$ cat config.mk
export PLATFORM = sky130hd
export DESIGN_NAME = zeroheti_dbg_rst_ctrl
export DESIGN_NICKNAME = d
export VERILOG_FILES = /design/src/rtl/zeroheti_dbg_rst_ctrl.sv
export SDC_FILE = /design/constraint.sdc
export NUM_CORES = 1
export LEC_CHECK = 0
export ABC_AREA = 1
export BUFFER_PORTS_ARGS = -buffer_cell sky130_fd_sc_hd__clkbuf_2
export CAP_MARGIN = 5
export CORE_MARGIN = 2
export CORE_UTILIZATION = 44
export CTS_BUF_LIST = sky130_fd_sc_hd__clkbuf_4 sky130_fd_sc_hd__clkbuf_8 sky130_fd_sc_hd__clkbuf_16
export CTS_CLUSTER_DIAMETER = 60
export DETAILED_ROUTE_END_ITERATION = 10
export HOLD_SLACK_MARGIN = 0.15
export MAX_ROUTING_LAYER = met4
export PLACE_DENSITY = 0.63
export SYNTH_ARGS = -nofsm -noshare
export SYNTH_HDL_FRONTEND = slang
export SYNTH_SLANG_ARGS = --single-unit
$ cat constraint.sdc
create_clock -name clk_i -period 2.79 [get_ports clk_i]
set_input_delay 0.4185 -clock clk_i [delete_from_list [all_inputs] [get_ports clk_i]]
set_output_delay 0.4185 -clock clk_i [all_outputs]
set_load 0.01 [all_outputs]
$ cat src/rtl/zeroheti_dbg_rst_ctrl.sv
// zeroheti_dbg_rst_ctrl
// Non-debug-reset (ndmreset) sequencer and per-hart debug-request gate.
// Stretches the debug module's ndmreset request into a minimum-width system
// reset, then releases the system reset followed by each hart's reset in
// ascending index order, StaggerCycles apart. Debug requests only reach harts
// whose reset has been released.
// Optional feature macro: ZEROHETI_DBG_HALTONRESET_EN adds a per-hart
// halt-on-reset pending bit that raises a debug request after release.
module zeroheti_dbg_rst_ctrl #(
    parameter int unsigned NrHarts       = 1,
    parameter int unsigned AssertCycles  = 16,
    parameter int unsigned StaggerCycles = 4
) (
    input  logic               clk_i,
    input  logic               rst_ni,
    input  logic               testmode_i,
    input  logic               ndmreset_req_i,
    input  logic [NrHarts-1:0] debug_req_i,
    input  logic [NrHarts-1:0] haltonreset_i,
    input  logic [NrHarts-1:0] hart_dbg_mode_i,
    output logic               sys_rst_no,
    output logic [NrHarts-1:0] hart_rst_no,
    output logic [NrHarts-1:0] debug_req_o,
    output logic               busy_o
);

    localparam int unsigned MaxCycles = (AssertCycles > StaggerCycles) ? AssertCycles : StaggerCycles;
    localparam int unsigned CntW      = $clog2(MaxCycles) + 1;
    localparam int unsigned IdxW      = $clog2(NrHarts) + 1;

    localparam logic [CntW-1:0] AssertLast  = CntW'(AssertCycles - 1);
    localparam logic [CntW-1:0] StaggerLast = CntW'(StaggerCycles - 1);
    localparam logic [IdxW-1:0] LastHart    = IdxW'(NrHarts - 1);

    typedef enum logic [1:0] {
        ST_RUN     = 2'd0,
        ST_ASSERT  = 2'd1,
        ST_RELEASE = 2'd2
    } state_e;

    state_e             state_q, state_d;
    logic [CntW-1:0]    cnt_q, cnt_d;
    logic [IdxW-1:0]    idx_q, idx_d;
    logic               sys_rst_q, sys_rst_d;
    logic [NrHarts-1:0] hart_rst_q, hart_rst_d;
    logic [NrHarts-1:0] dbg_req_q, dbg_req_d;
    logic               busy_q, busy_d;

    // State, counters and registered outputs; power-on lands in RELEASE so
    // deassertion of rst_ni gives a staggered release without an ASSERT phase.
    always_ff @(posedge clk_i or negedge rst_ni) begin
        if (!rst_ni) begin
            state_q    <= ST_RELEASE;
            cnt_q      <= '0;
            idx_q      <= '0;
            sys_rst_q  <= 1'b0;
            hart_rst_q <= '0;
            dbg_req_q  <= '0;
            busy_q     <= 1'b1;
        end else begin
            state_q    <= state_d;
            cnt_q      <= cnt_d;
            idx_q      <= idx_d;
            sys_rst_q  <= sys_rst_d;
            hart_rst_q <= hart_rst_d;
            dbg_req_q  <= dbg_req_d;
            busy_q     <= busy_d;
        end
    end

    // Next-state logic: assertion counter saturates, so a held request simply
    // keeps the FSM in ASSERT until it drops.
    always_comb begin
        state_d = state_q;
        cnt_d   = cnt_q;
        idx_d   = idx_q;
        unique case (state_q)
            ST_RUN: begin
                if (ndmreset_req_i) begin
                    state_d = ST_ASSERT;
                    cnt_d   = '0;
                end
            end
            ST_ASSERT: begin
                if (cnt_q == AssertLast) begin
                    if (!ndmreset_req_i) begin
                        state_d = ST_RELEASE;
                        cnt_d   = '0;
                        idx_d   = '0;
                    end
                end else begin
                    cnt_d = cnt_q + CntW'(1);
                end
            end
            ST_RELEASE: begin
                if (ndmreset_req_i) begin
                    state_d = ST_ASSERT;
                    cnt_d   = '0;
                end else if (cnt_q == StaggerLast) begin
                    cnt_d = '0;
                    idx_d = idx_q + IdxW'(1);
                    if (idx_q == LastHart) begin
                        state_d = ST_RUN;
                    end
                end else begin
                    cnt_d = cnt_q + CntW'(1);
                end
            end
            default: begin
                state_d = ST_ASSERT;
                cnt_d   = '0;
            end
        endcase
    end

    // Output logic: computes the next registered reset/busy values so every
    // reset change lands on the same edge as the matching state transition.
    always_comb begin
        sys_rst_d  = sys_rst_q;
        hart_rst_d = hart_rst_q;
        busy_d     = busy_q;
        unique case (state_q)
            ST_RUN: begin
                if (ndmreset_req_i) begin
                    sys_rst_d  = 1'b0;
                    hart_rst_d = '0;
                    busy_d     = 1'b1;
                end else begin
                    sys_rst_d  = 1'b1;
                    hart_rst_d = '1;
                    busy_d     = 1'b0;
                end
            end
            ST_RELEASE: begin
                if (ndmreset_req_i) begin
                    sys_rst_d  = 1'b0;
                    hart_rst_d = '0;
                    busy_d     = 1'b1;
                end else begin
                    sys_rst_d = 1'b1;
                    busy_d    = 1'b1;
                    if (cnt_q == StaggerLast) begin
                        for (int i = 0; i < int'(NrHarts); i++) begin
                            if (idx_q == IdxW'(i)) begin
                                hart_rst_d[i] = 1'b1;
                            end
                        end
                        if (idx_q == LastHart) begin
                            busy_d = 1'b0;
                        end
                    end
                end
            end
            default: begin
                sys_rst_d  = 1'b0;
                hart_rst_d = '0;
                busy_d     = 1'b1;
            end
        endcase
    end

`ifdef ZEROHETI_DBG_HALTONRESET_EN
    logic [NrHarts-1:0] pending_q, pending_d;
    logic [NrHarts-1:0] pending_eff;
    logic [NrHarts-1:0] released_now;
    logic               enter_assert;

    // Halt-on-reset pending bits: set when a hart leaves reset, cleared once
    // the hart reports debug mode or the reset sequence restarts.
    always_ff @(posedge clk_i or negedge rst_ni) begin
        if (!rst_ni) begin
            pending_q <= '0;
        end else begin
            pending_q <= pending_d;
        end
    end

    // Pending/debug combine; the debug-mode acknowledge masks the request on
    // the edge it is seen so the request drops one edge later.
    always_comb begin
        enter_assert = (state_d == ST_ASSERT) && (state_q != ST_ASSERT);
        released_now = hart_rst_d & ~hart_rst_q;
        pending_eff  = pending_q & ~hart_dbg_mode_i;
        pending_d    = (pending_q | (released_now & haltonreset_i)) & ~hart_dbg_mode_i;
        if (enter_assert) begin
            pending_d = '0;
        end
        dbg_req_d = (debug_req_i | pending_eff) & hart_rst_d;
    end
`else
    logic unused_halt_inputs;
    assign unused_halt_inputs = ^{haltonreset_i, hart_dbg_mode_i};

    // Debug request gate: harts held in reset never see a request.
    always_comb begin
        dbg_req_d = debug_req_i & hart_rst_d;
    end
`endif

    assign sys_rst_no  = testmode_i ? rst_ni : sys_rst_q;
    assign hart_rst_no = testmode_i ? {NrHarts{rst_ni}} : hart_rst_q;
    assign debug_req_o = testmode_i ? '0 : dbg_req_q;
    assign busy_o      = busy_q;

endmodule

# Yosys cells after proc, flatten, opt, wreduce, memory -nomap -nowiden
# Cells that the tools add are included.
word_totals:
  elab_cells: 60
  ff_bits: 12
  output_inout_bits: 4
op_classes:
  muxes: 32
  bitwise_logic: 1
  n_reduce_logical: 6
  add_sub_neg: 2
  eq_ne: 12
ops:
  columns: ["operator", "count"]
  rows:
  - ["2-to-1 mux 5 bit", 5]
  - ["2-to-1 mux 1 bit", 16]
  - ["one-hot mux 5 bit (3 select lines)", 1]
  - ["2-to-1 mux 2 bit", 6]
  - ["inequality test 2 bit (second input constant)", 5]
  - ["AND reduction 5 bit", 2]
  - ["inequality test 3 bit (second input constant)", 3]
  - ["one-hot mux 1 bit (2 select lines)", 3]
  - ["one-hot mux 2 bit (3 select lines)", 1]
  - ["adder 5 x 1 -> 5 bit (second input constant)", 1]
  - ["== test 5 x 2 -> 1 bit (second input constant)", 1]
  - ["== test 5 x 4 -> 1 bit (second input constant)", 1]
  - ["== test 2 x 1 -> 1 bit (second input constant)", 1]
  - ["== test 2 bit (second input constant)", 1]
  - ["zero test 2 bit", 1]
  - ["AND reduction 2 bit", 1]
  - ["nonzero test 2 bit", 1]
  - ["OR reduction 2 bit", 1]
  - ["adder 1 bit (second input constant)", 1]
  - ["bitwise AND 1 bit", 1]

# Longest topological paths before layout
# Gate-level depths: netlist (run 1).
logic_depth:
  depth_word: 5
  ltp_mapped: 9
  mapped_depth_nobuf: 9

# Worst setup path after synthesis (run 1)
# Ideal clock, no wire load.
synth_path:
  path_type: "reg-to-reg"
  start: "register cnt_q[0]"
  end: "register cnt_q[0]"
  t_arrival_ns: 1.431
  stages_incl_launch_ff: 10
  t_required_ns: 2.725
  slack_ns: 1.295
  cell_sequence: "dfrtp_1 > ha_1 > nand3_1 > inv_1 > ha_1 > nand3_1 > nand2_4 > nor3_1 > nand2_1 > nand2_1"
synth_via:
  elab_chain_cells: 4
synth_rtl:
  columns: ["element", "line", "text"]
  rows:
  - ["start, declared", "42", "logic [CntW-1:0] cnt_q, cnt_d;"]
  - ["start signal, assigned", "62", "cnt_q <= cnt_d;"]
  - ["adder 5 x 1 -> 5 bit / == test 5 x 2 -> 1 bit (equally long branches)", "92, 106, 99", null]
  - ["2-to-1 mux 5 bit", "99", "end else if (cnt_q == StaggerLast) begin"]
  - ["2-to-1 mux 5 bit", "96", "if (ndmreset_req_i) begin"]
  - ["one-hot mux 5 bit (3 select lines)", "77", "unique case (state_q)"]
# Several ways; a longest one is shown, not always the timed one.
# A chain may end at the register's enable or synchronous reset.

# Worst setup path after layout (run 1)
layout_path:
  start: "input port rst_ni"
  end: "output port sys_rst_no"
layout_via:
  elab_chain_cells: 1
layout_rtl:
  columns: ["element", "line", "text"]
  rows:
  - ["start, declared", "15", "input logic rst_ni,"]
  - ["2-to-1 mux 1 bit", "200", "assign sys_rst_no = testmode_i ? rst_ni : sys_rst_q;"]
  - ["end, declared", "21", "output logic sys_rst_no,"]
# Every way passes these cells.

==> results of run 1 <==
## layout by cell type (no fill, tap or decap), types with 2 or more instances in the layout
cell type,count
sky130_fd_sc_hd__nand3_1,11
sky130_fd_sc_hd__inv_2,4
sky130_fd_sc_hd__nand2_2,3
sky130_fd_sc_hd__clkbuf_2,8
sky130_fd_sc_hd__dfstp_2,2
sky130_fd_sc_hd__nand2_1,31
sky130_fd_sc_hd__nand4_1,2
sky130_fd_sc_hd__nor2_4,2
sky130_fd_sc_hd__nand2_4,3
sky130_fd_sc_hd__nor2_1,3
sky130_fd_sc_hd__o21ai_0,3
sky130_fd_sc_hd__inv_1,17
sky130_fd_sc_hd__ha_1,7
sky130_fd_sc_hd__dfrtp_1,10
sky130_fd_sc_hd__clkbuf_4,3
## power breakdown
group          total, mW  internal, mW  switching [mW]
registers          0.255         0.228          0.0274
logic              0.378         0.142           0.237
clock network      0.149        0.0794          0.0696
total              0.783         0.449           0.334
## through the flow
step	hold WS [ns]	worst slack [ns]
floorplan	0.1229	1.295
global placement	0.3284	1.183
detailed placement	0.3319	1.123
CTS	0.3153	0.7525
global route	0.3211	0.6637
finish	0.3177	0.7838
## flip-flops by register name, summed over array words and instances (netlist names)
register    flops
idx_q           1
sys_rst_q       1
busy_o          1
dbg_req_q       1
state_q         2
cnt_q           5
hart_rst_q      1
## cell families (layout without fill, tap and decap cells)
logic type,count (synthesis),count (layout)
simple gates,59,59
buf+inv,21,34
flops,12,12
fa+ha+maj,7,7
compound gates,5,5
xor+xnor,1,1
## layer usage
metal	track usage [%]	vias to the layer above	part of all wire [%]
met4	8.333	0	2.5
met2	24.11	12	46
met1	18.31	287	48
met3	3.462	5	3.5
li1	-	353	-
met5	-	-	0
## worst paths after layout
kind                         endpoint  slack [ns]  cells after the start
max in group asynchronous  state_q[1]        1.94                      2
hold reg to reg            state_q[1]        0.49                      2
setup reg to reg                idx_q        1.11                      9
hold / removal              dbg_req_q        0.32                      3
setup / recovery           sys_rst_no        0.78                      5
min in group asynchronous       idx_q        0.56                      2
## area by class of cell
cell class                 instances  area share, %
multi-input combinational         72          46.44
timing repair buffer               9          5.369
sequential                        12          32.48
inverter                          21          8.456
tap                               25          3.356
clock buffer                       4          3.893
## critical path, stage by stage
cell,delay (ns)
sky130_fd_sc_hd__dlygate4sd3_1,0.52
sky130_fd_sc_hd__clkbuf_2,0.30
sky130_fd_sc_hd__nand2_1,0.10
sky130_fd_sc_hd__o21ai_0,0.08
sky130_fd_sc_hd__clkbuf_2,0.15
==> flow_summary.rst, run 1 <==
.. list-table::
   :header-rows: 1

   * - Metric
     - Value
   * - Result of the run
     - complete, no violations
   * - Setup-failing EPs final
     - 0
   * - Yosys cell types
     - 20
   * - Synthesized-area fraction occupied by xor and xnor cells
     - 1.075%
   * - Share of cells above drive strength 1
     - 24.58%
   * - Clk sink count
     - 12
   * - Post-route fraction of the period consumed by the critical path
     - a little over 70%
   * - Clock skew
     - between 0.003 and 0.004 ns
   * - Clock Path Buffers
     - 2
   * - Maximum number of pins on one net before global-route repair
     - 14
   * - Reg clk slew, reported paths
     - about 0.09 ns
   * - Final critical delay including setup and external delays
     - ~2.0 ns
   * - Number of global-route vias before repair
     - 544
   * - Post-detailed-placement half-perimeter wirelength
     - roughly 1.1 mm
   * - Reg-to-reg startpoint
     - cnt_q[0]
   * - Design Area, Final
     - 932.1 um^2
   * - Cts hold-fix bufs
     - 1
   * - Largest voltage drop on the vdd net
     - about 0.56 mV
   * - Leading cell types by count after synthesis
     - sky130_fd_sc_hd__nand2_1 (31), sky130_fd_sc_hd__inv_1 (17), sky130_fd_sc_hd__nand3_1 (11), sky130_fd_sc_hd__dfrtp_1 (10), sky130_fd_sc_hd__ha_1 (7)
   * - Overall power consumption
     - around 0.78 mW
   * - Post-synthesis area per instance
     - slightly below 8 um^2
   * - Worst setup path startpoint
     - rst_ni
   * - Fraction of synthesis flops using an asynchronous set or reset pin
     - 100.0%
   * - Register area
     - slightly above 300 um^2
   * - Hold Crit Start
     - debug_req_i
   * - Number of buffers created by CTS
     - 3
   * - Static leakage
     - 0.5318 nW
   * - Share of the synthesized area in the top cell type
     - approximately 30%
   * - Floorplan row count
     - 15
   * - Worst slew slack as a fraction of its limit
     - about four fifths
   * - Most frequent cell after synthesis
     - sky130_fd_sc_hd__nand2_1
   * - # H-tree levels
     - 1
   * - Number of storage elements in the synthesis netlist
     - 12
   * - Drt wl/cell
     - approximately 9.7 um
   * - Max-slew violation count
     - 0
   * - Synthesized net count
     - between 100 and 150
   * - Number of fill cells
     - 180
   * - Critical path data arrival time
     - ~1.6 ns
   * - Power density cells
     - about 840 mW/mm^2
   * - Required time reported for the critical path endpoint
     - between 2 and 2.5 ns
   * - Post-synthesis compound-gate area fraction
     - under 10%
   * - Utilization after layout
     - a little over half
   * - Global-route wire length before repair
     - about 2.2 mm
   * - Number of DRC markers in iteration 0
     - 8
   * - Number of port buffers
     - 8
   * - Final layout net count
     - 133
   * - Synth area leaders
     - sky130_fd_sc_hd__dfrtp_1 (31%), sky130_fd_sc_hd__nand2_1 (14%), sky130_fd_sc_hd__ha_1 (11%)
   * - Ports placed on the boundary
     - 11
   * - Number of placed instances with taps included
     - 138
   * - Cell area after placement
     - just under 900 um^2
   * - Core box area
     - between 0.0015 and 0.002 mm^2
   * - Die Outline Area
     - roughly 0.0022 mm^2
   * - Maximum fanout along the worst path
     - 13
   * - Final hold viol count
     - 0
   * - Resized cells post-CTS
     - 0
   * - Remaining routing DRC violations
     - 0
   * - Antenna fix cells
     - 0
   * - Combinational family with the most area after synthesis
     - simple AND/OR/NAND/NOR gates
   * - Unrepaired setup endpoints after global routing
     - false
   * - Cell type with the largest total area after synthesis
     - sky130_fd_sc_hd__dfrtp_1
   * - Global placer's final weighted congestion
     - ~0.78
   * - Router iterations before antenna repair
     - 4
   * - Post-CTS setup-driven buffer insertion count
     - 0
   * - Number of synthesized flops with an enable pin
     - 0
   * - Path category of the worst min-delay check
     - in2reg
   * - Layout overhead on the synthesized area
     - 14.44%
   * - Routed Wire Length
     - approximately 1.4 mm
   * - Final cell count without fillers
     - between 100 and 150
   * - Portion of netlist area occupied by mux cells
     - 0%
   * - Fmax
     - ~0.5 GHz
   * - Height of the die
     - roughly 47 um
   * - GRT overflow
     - 0
   * - Clock latency on the worst-skew pair
     - 0.28 ns
   * - Most used DFF post-synth
     - sky130_fd_sc_hd__dfrtp_1
   * - Final TNS setup
     - 0 ns
   * - Critical path launch point type
     - input port
   * - Critical Path End Type
     - primary output
   * - Syn. warnings
     - 0
   * - Netlist area before placement
     - 814.5 um^2
   * - Simple-gate area share of the yosys netlist
     - a little under two fifths
   * - Area of the multi-input gates
     - 432.9 um^2
   * - Seq/Total Area, Yosys
     - a little under two fifths
   * - Gr usage total
     - approximately 15%
   * - Via count
     - between 600 and 700
   * - Antenna violation net count after detailed routing
     - 0
   * - Number of violations of the max-capacitance limit
     - 0
   * - Effective utilization at floorplan
     - 47.17%
   * - Synthesized instance count
     - ~110
   * - Number of antenna violations at the first check in global routing
     - 0
   * - TritonCTS clock tree
     - done
   * - Chip width
     - approximately 47 um
   * - Adder and majority gate portion of the synthesized area
     - between 10% and 20%
   * - Setup CP Type
     - in2out
   * - Clock tree root buffer cell
     - sky130_fd_sc_hd__clkbuf_4
   * - Average vias per placed instance
     - between 4 and 5
   * - Worst-margin pin slew
     - 0.3268 ns
Note: power is estimated with default switching activity, not from simulation.
==> run 2: changes to the inputs <==
==> constraint.sdc (replaced) <==
create_clock -name clk_i -period 2.1 [get_ports clk_i]
set_input_delay 0.315 -clock clk_i [delete_from_list [all_inputs] [get_ports clk_i]]
set_output_delay 0.315 -clock clk_i [all_outputs]
set_load 0.01 [all_outputs]
==> flow_summary.rst, run 2 (same netlist as run 1, synthesis figures left out) <==
.. list-table::
   :header-rows: 1

   * - Metric
     - Value
   * - Number of buffers created by CTS
     - 3 (unchanged)
   * - Maximum number of pins on one net before global-route repair
     - 14 (unchanged)
   * - Reg with most FFs
     - cnt_q
   * - Global-route wire length before repair
     - 2.325 mm (+4.4%)
   * - Max reg flops
     - 5 (unchanged)
   * - Fmax
     - between 0.5 and 0.6 GHz
   * - Minimum hold slack
     - 0.2416 ns (-0.07610 ns)
   * - Crit path setup slack, layout
     - 0.2839 ns (-0.4999 ns)
   * - Cell area after placement
     - 885.9 um^2 (unchanged)
   * - Reg-to-reg startpoint
     - cnt_q[0]
   * - Via count
     - 635 (-3.3%)
   * - Number of antenna violations at the first check in global routing
     - 0 (unchanged)
   * - Most used cells in the layout excluding fill and tap cells
     - sky130_fd_sc_hd__nand2_1 (31), sky130_fd_sc_hd__inv_1 (17), sky130_fd_sc_hd__nand3_1 (11)
   * - Number of port buffers
     - 8 (unchanged)
   * - Utilization after layout
     - 53.62% (-0.36 points)
   * - Number of placed instances with taps included
     - 138 (unchanged)
   * - Final TNS setup
     - 0 ns (unchanged)
   * - Drt wl/cell
     - 9.420 um (-2.5%)
   * - Worst-margin pin slew
     - 0.3331 ns (+0.006290 ns)
   * - # H-tree levels
     - 1 (unchanged)
   * - Chip width
     - 47.03 um (unchanged)
   * - Worst Setup Slack post-DPL
     - 0.4445 ns (-0.6783 ns)
   * - Layout overhead on the synthesized area
     - 13.67%
   * - Largest voltage drop on the vdd net
     - 0.6631 mV (+19%)
   * - Reg clk slew, reported paths
     - 0.08 ns (about the same)
   * - Final layout net count
     - 133 (unchanged)
   * - Met1 Track Usage GR
     - 19.06% (+0.75 points)
   * - Power density cells
     - 1081 mW/mm^2 (+29%)
   * - GRT overflow
     - 0 (unchanged)
   * - Path category of the worst min-delay check
     - in2reg
   * - GR Layer Usage met2
     - 24.11% (unchanged)
   * - Hold Path Sink
     - dbg_req_q
   * - Final critical delay including setup and external delays
     - 1.816 ns
   * - Height of the die
     - 47.03 um (unchanged)
   * - Critical path data arrival time
     - 1.50 ns (-0.09 ns)
   * - Final hold viol count
     - 0 (unchanged)
   * - Setup-failing EPs final
     - 0 (unchanged)
   * - Post-CTS setup-driven buffer insertion count
     - 0 (unchanged)
   * - Post-detailed-placement half-perimeter wirelength
     - 1.046 mm (-0.78%)
   * - Antenna violation net count after detailed routing
     - 0 (unchanged)
   * - Most common cell after layout, fill and taps aside
     - sky130_fd_sc_hd__nand2_1
   * - Design Area, Final
     - 925.9 um^2 (-0.67%)
   * - Clock skew
     - 0.0007844 ns (-0.002486 ns)
   * - TritonCTS clock tree
     - done
   * - Critical Path End Type
     - primary output
   * - Largest registers ranked by flip-flop count
     - cnt_q: 5 flops, state_q: 2 flops
   * - Clock tree root buffer cell
     - sky130_fd_sc_hd__clkbuf_4
   * - Worst slew slack as a fraction of its limit
     - 77.79% (-0.42 points)
   * - Clock Path Buffers
     - 2 (unchanged)
   * - Die Outline Area
     - 0.002211 mm^2 (unchanged)
   * - Average vias per placed instance
     - 4.441 (-3.3%)
   * - Floorplan row count
     - 15 (unchanged)
   * - Number of global-route vias before repair
     - 561 (+3.1%)
   * - Number of violations of the max-capacitance limit
     - 0 (unchanged)
   * - Top Usage Layer GRT
     - met2
   * - Static leakage
     - 0.5292 nW (-0.49%)
   * - Met3 Resource Use GR
     - 4.615% (+1.2 points)
   * - Share of cells above drive strength 1
     - 24.58% (unchanged)
   * - Ports placed on the boundary
     - 11 (unchanged)
   * - Router iterations before antenna repair
     - 3 (-1)
   * - Unrepaired setup endpoints after global routing
     - false
   * - Clock latency on the worst-skew pair
     - 0.26 ns (-0.02 ns)
   * - Core box area
     - 0.001727 mm^2 (unchanged)
   * - Number of cells traversed by the worst hold path
     - 3 (unchanged)
   * - End of the worst register-to-register path
     - idx_q
   * - Required time reported for the critical path endpoint
     - 1.78 ns (-0.59 ns)
   * - Antenna fix cells
     - 0 (unchanged)
   * - Global placer's final weighted congestion
     - 0.7818 (+0.39%)
   * - Maximum fanout along the worst path
     - 13 (unchanged)
   * - Gr usage total
     - 15.53% (+0.094 points)
   * - Setup CP Type
     - in2out
   * - Overall power consumption
     - 1.001 mW (+28%)
   * - Remaining routing DRC violations
     - 0 (unchanged)
   * - Hold Crit Start
     - debug_req_i
   * - Internal reg-to-reg setup slack
     - 0.42 ns (-0.69 ns)
   * - Effective utilization at floorplan
     - 47.17% (unchanged)
   * - Number of DRC markers in iteration 0
     - 7 (-1)
   * - R2r worst-path depth
     - 9 (unchanged)
   * - Post-route fraction of the period consumed by the critical path
     - just under 90%
   * - Routed Wire Length
     - 1.347 mm (-2.5%)
   * - Max-slew violation count
     - 0 (unchanged)
   * - Final cell count without fillers
     - 143 (unchanged)
   * - Result of the run
     - complete, no violations
   * - Critical path launch point type
     - input port
   * - Clk sink count
     - 12 (unchanged)
[run 2: layer usage]
metal	vias up	share of wire, %
met2	7	46
li1	349	-
met4	0	0
met5	-	0
met3	0	3.0
met1	279	51
[run 2: cell type report]
class / instances / area [um^2]
Fill cell: 177 / 800.8
Inverter: 21 / 78.83
Sequential cell: 12 / 302.8
Tap cell: 25 / 31.28
Clock buffer: 4 / 30.03
Timing Repair Buffer: 9 / 50.05
Multi-Input combinational cell: 72 / 432.9
[run 2: repair_timing]
action | CTS | global route
resized for setup | 0 | 0
hold buffers | 1 | 0
hold endpoints to repair | 10 | 0
[run 2: worst max-delay path, stage by stage]
cell and delay, ns:
sky130_fd_sc_hd__dlygate4sd3_1 0.52, sky130_fd_sc_hd__clkbuf_2 0.31, sky130_fd_sc_hd__nand2_1 0.11, sky130_fd_sc_hd__o21ai_0 0.09
sky130_fd_sc_hd__clkbuf_2 0.15
[run 2: worst max path at each step]
stage | from | end | slack [ns] | cells after the start
detailed placement | cnt_q[0] | idx_q | 0.44 | 9
CTS | rst_ni | sys_rst_no | 0.26 | 5
global placement | cnt_q[0] | idx_q | 0.49 | 9
floorplan | cnt_q[0] | cnt_q[0] | 0.60 | 9
global route | rst_ni | sys_rst_no | 0.14 | 5
finish | rst_ni | sys_rst_no | 0.28 | 5
[run 2: power by group]
| group | total (mW) | switching (mW) | internal [mW] |
|---|---|---|---|
| clock | 0.162 | 0.0754 | 0.0863 |
| sequential | 0.339 | 0.0367 | 0.303 |
| combinational | 0.500 | 0.312 | 0.188 |
==> run 3: changes to the inputs <==
--- a/config.mk
+++ b/config.mk
@@ -8,14 +8,14 @@
 export ABC_AREA = 1
 export BUFFER_PORTS_ARGS = -buffer_cell sky130_fd_sc_hd__clkbuf_2
 export CAP_MARGIN = 5
-export CORE_MARGIN = 2
+export CORE_MARGIN = 8
 export CORE_UTILIZATION = 44
 export CTS_BUF_LIST = sky130_fd_sc_hd__clkbuf_4 sky130_fd_sc_hd__clkbuf_8 sky130_fd_sc_hd__clkbuf_16
 export CTS_CLUSTER_DIAMETER = 60
 export DETAILED_ROUTE_END_ITERATION = 10
 export HOLD_SLACK_MARGIN = 0.15
 export MAX_ROUTING_LAYER = met4
-export PLACE_DENSITY = 0.63
+export PLACE_DENSITY_LB_ADDON = 0.05
 export SYNTH_ARGS = -nofsm -noshare
 export SYNTH_HDL_FRONTEND = slang
 export SYNTH_SLANG_ARGS = --single-unit
==> flow_summary.rst, run 3 (same netlist as run 1, synthesis figures left out) <==
.. list-table::
   :header-rows: 1

   * - Metric
     - Value
   * - Critical path data arrival time
     - 1.49 ns (about the same)
   * - Clock Path Buffers
     - 2 (unchanged)
   * - GRT overflow
     - 0 (unchanged)
   * - Floorplan row count
     - 15 (unchanged)
   * - Drt wl/cell
     - 9.804 um (+4.1%)
   * - Most used cells in the layout excluding fill and tap cells
     - sky130_fd_sc_hd__nand2_1 (31), sky130_fd_sc_hd__inv_1 (17), sky130_fd_sc_hd__nand3_1 (11)
   * - Height of the die
     - 59.03 um (+26%)
   * - Clk sink count
     - 12 (unchanged)
   * - Critical path launch point type
     - input port
   * - Final hold viol count
     - 0 (unchanged)
   * - Max reg flops
     - 5 (unchanged)
   * - R2r worst-path depth
     - 9 (unchanged)
   * - TritonCTS clock tree
     - done
   * - Number of DRC markers in iteration 0
     - 5 (-2)
   * - Hold Crit Start
     - debug_req_i
   * - Antenna violation net count after detailed routing
     - 0 (unchanged)
   * - Core box area
     - 0.001727 mm^2 (unchanged)
   * - Fmax
     - 0.5541 GHz (+0.64%)
   * - Remaining routing DRC violations
     - 0 (unchanged)
   * - Share of cells above drive strength 1
     - 24.58% (unchanged)
   * - Utilization after layout
     - 53.62% (unchanged)
   * - Required time reported for the critical path endpoint
     - 1.78 ns (about the same)
   * - Final layout net count
     - 133 (unchanged)
   * - Worst slew slack as a fraction of its limit
     - 78.73% (+0.94 points)
   * - Largest registers ranked by flip-flop count
     - cnt_q: 5 flops, state_q: 2 flops
   * - Effective utilization at floorplan
     - 47.17% (unchanged)
   * - Internal reg-to-reg setup slack
     - 0.47 ns (+0.05 ns)
   * - Die Outline Area
     - 0.003484 mm^2 (+58%)
   * - Number of port buffers
     - 8 (unchanged)
   * - Clock tree root buffer cell
     - sky130_fd_sc_hd__clkbuf_4
   * - Number of antenna violations at the first check in global routing
     - 0 (unchanged)
   * - GR Layer Usage met2
     - 16.36% (-7.8 points)
   * - Setup CP Type
     - in2out
   * - Maximum cell stage delay along the critical path
     - 0.52 ns (about the same)
   * - Power density cells
     - 1085 mW/mm^2 (+0.31%)
   * - Final TNS setup
     - 0 ns (unchanged)
   * - Unrepaired setup endpoints after global routing
     - false
   * - Via count
     - 641 (+0.94%)
   * - Static leakage
     - 0.5292 nW (unchanged)
   * - Critical Path End Type
     - primary output
   * - Routed Wire Length
     - 1.402 mm (+4.1%)
   * - Max-slew violation count
     - 0 (unchanged)
   * - Post-route fraction of the period consumed by the critical path
     - 85.94% (-0.55 points)
   * - Maximum number of pins on one net before global-route repair
     - 14 (unchanged)
   * - Met1 Track Usage GR
     - 10.93% (-8.1 points)
   * - Reg clk slew, reported paths
     - 0.08 ns (about the same)
   * - End of the worst register-to-register path
     - idx_q
   * - Clock skew
     - 0.0005268 ns (-0.0002576 ns)
   * - Result of the run
     - complete, no violations
   * - Ports placed on the boundary
     - 11 (unchanged)
   * - Post-detailed-placement half-perimeter wirelength
     - 1.126 mm (+7.6%)
   * - Number of violations of the max-capacitance limit
     - 0 (unchanged)
   * - Hold Path Sink
     - dbg_req_q
   * - Chip width
     - 59.03 um (+26%)
   * - Gr usage total
     - 10.04% (-5.5 points)
   * - Clock latency on the worst-skew pair
     - 0.27 ns (about the same)
   * - Cell-by-cell listing of the critical path
     - dlygate4sd3_1 > clkbuf_2 > nand2_1 > o21ai_0 > clkbuf_2
   * - Number of cells traversed by the worst hold path
     - 3 (unchanged)
   * - Slowest stage cell on the critical path
     - sky130_fd_sc_hd__dlygate4sd3_1
   * - Final critical delay including setup and external delays
     - 1.805 ns (-0.01146 ns)
   * - Largest voltage drop on the vdd net
     - 0.6414 mV (-3.3%)
   * - Number of buffers created by CTS
     - 3 (unchanged)
   * - Global placer's final weighted congestion
     - 0.7423 (-5.1%)
   * - Reg with most FFs
     - cnt_q
   * - Overall power consumption
     - 1.004 mW (+0.31%)
   * - Worst-margin pin slew
     - 0.3190 ns (-0.01409 ns)
   * - Most common cell after layout, fill and taps aside
     - sky130_fd_sc_hd__nand2_1
   * - Path category of the worst min-delay check
     - in2reg
   * - Reg-to-reg startpoint
     - cnt_q[0]
   * - Global-route wire length before repair
     - 2.601 mm (+12%)
   * - Router iterations before antenna repair
     - 3 (unchanged)
   * - Number of global-route vias before repair
     - 658 (+17%)
   * - Average vias per placed instance
     - 4.483 (+0.94%)
   * - Maximum fanout along the worst path
     - 13 (unchanged)
   * - Layout overhead on the synthesized area
     - 13.67% (unchanged)
   * - Top Usage Layer GRT
     - met2
   * - Worst path most repeated cell
     - sky130_fd_sc_hd__clkbuf_2
   * - Met3 Resource Use GR
     - 2.169% (-2.4 points)
   * - Setup-failing EPs final
     - 0 (unchanged)
   * - Antenna fix cells
     - 0 (unchanged)
   * - # H-tree levels
     - 1 (unchanged)
[run 3: repair_timing]
item,CTS,global route
hold buffers,1,0
endpoints found under the hold margin,10,0
resized for setup,0,0
setup buffers,0,0
[run 3: per-layer routing]
layer / part of all wire, % / routed length [um] / vias up
met1: 48 / 679 / 285
met5: 0 / 0 / -
li1: - / - / 347
met3: 3.3 / 46 / 2
met2: 47 / 665 / 7
met4: 0.78 / 11 / 0
[run 3: cell type report]
class / instances / area (um^2)
Tap cell: 25 / 31.28
Inverter: 21 / 78.83
Sequential cell: 12 / 302.8
Multi-Input combinational cell: 72 / 432.9
Fill cell: 185 / 800.8
Timing Repair Buffer: 9 / 50.05
Clock buffer: 4 / 30.03
[run 3: where the power goes]
part           total [mW]  switching [mW]  internal (mW)
Clock               0.163          0.0762         0.0864
Combinational       0.501           0.312          0.188
Sequential          0.341          0.0383          0.303
Total                1.00           0.427          0.577
[run 3: worst max-delay path: cells and delay by family]
family	cells	cell delay, ns
buf+inv	3	0.98
simple gates	1	0.11
compound gates	1	0.09
[run 3: stage by stage]
stage	instances	cell area (um^2)	hold slack [ns]	worst slack [ns]
2_1_floorplan	105	814.5	0.01941	0.6045
3_3_place_gp	138	885.9	0.2259	0.4917
3_5_place_dp	138	885.9	0.2283	0.4764
4_1_cts	143	925.9	0.2141	0.2636
5_1_grt	143	925.9	0.2201	0.1168
6_report	143	925.9	0.2282	0.2954
[run 3: worst max path at each step]
stage / start / end / slack [ns] / depth (start not counted)
floorplan: cnt_q[0] / cnt_q[0] / 0.60 / 9
global placement: cnt_q[0] / idx_q / 0.49 / 9
detailed placement: cnt_q[0] / cnt_q[0] / 0.48 / 9
CTS: rst_ni / sys_rst_no / 0.26 / 5
global route: rst_ni / sys_rst_no / 0.12 / 5
finish: rst_ni / sys_rst_no / 0.30 / 5
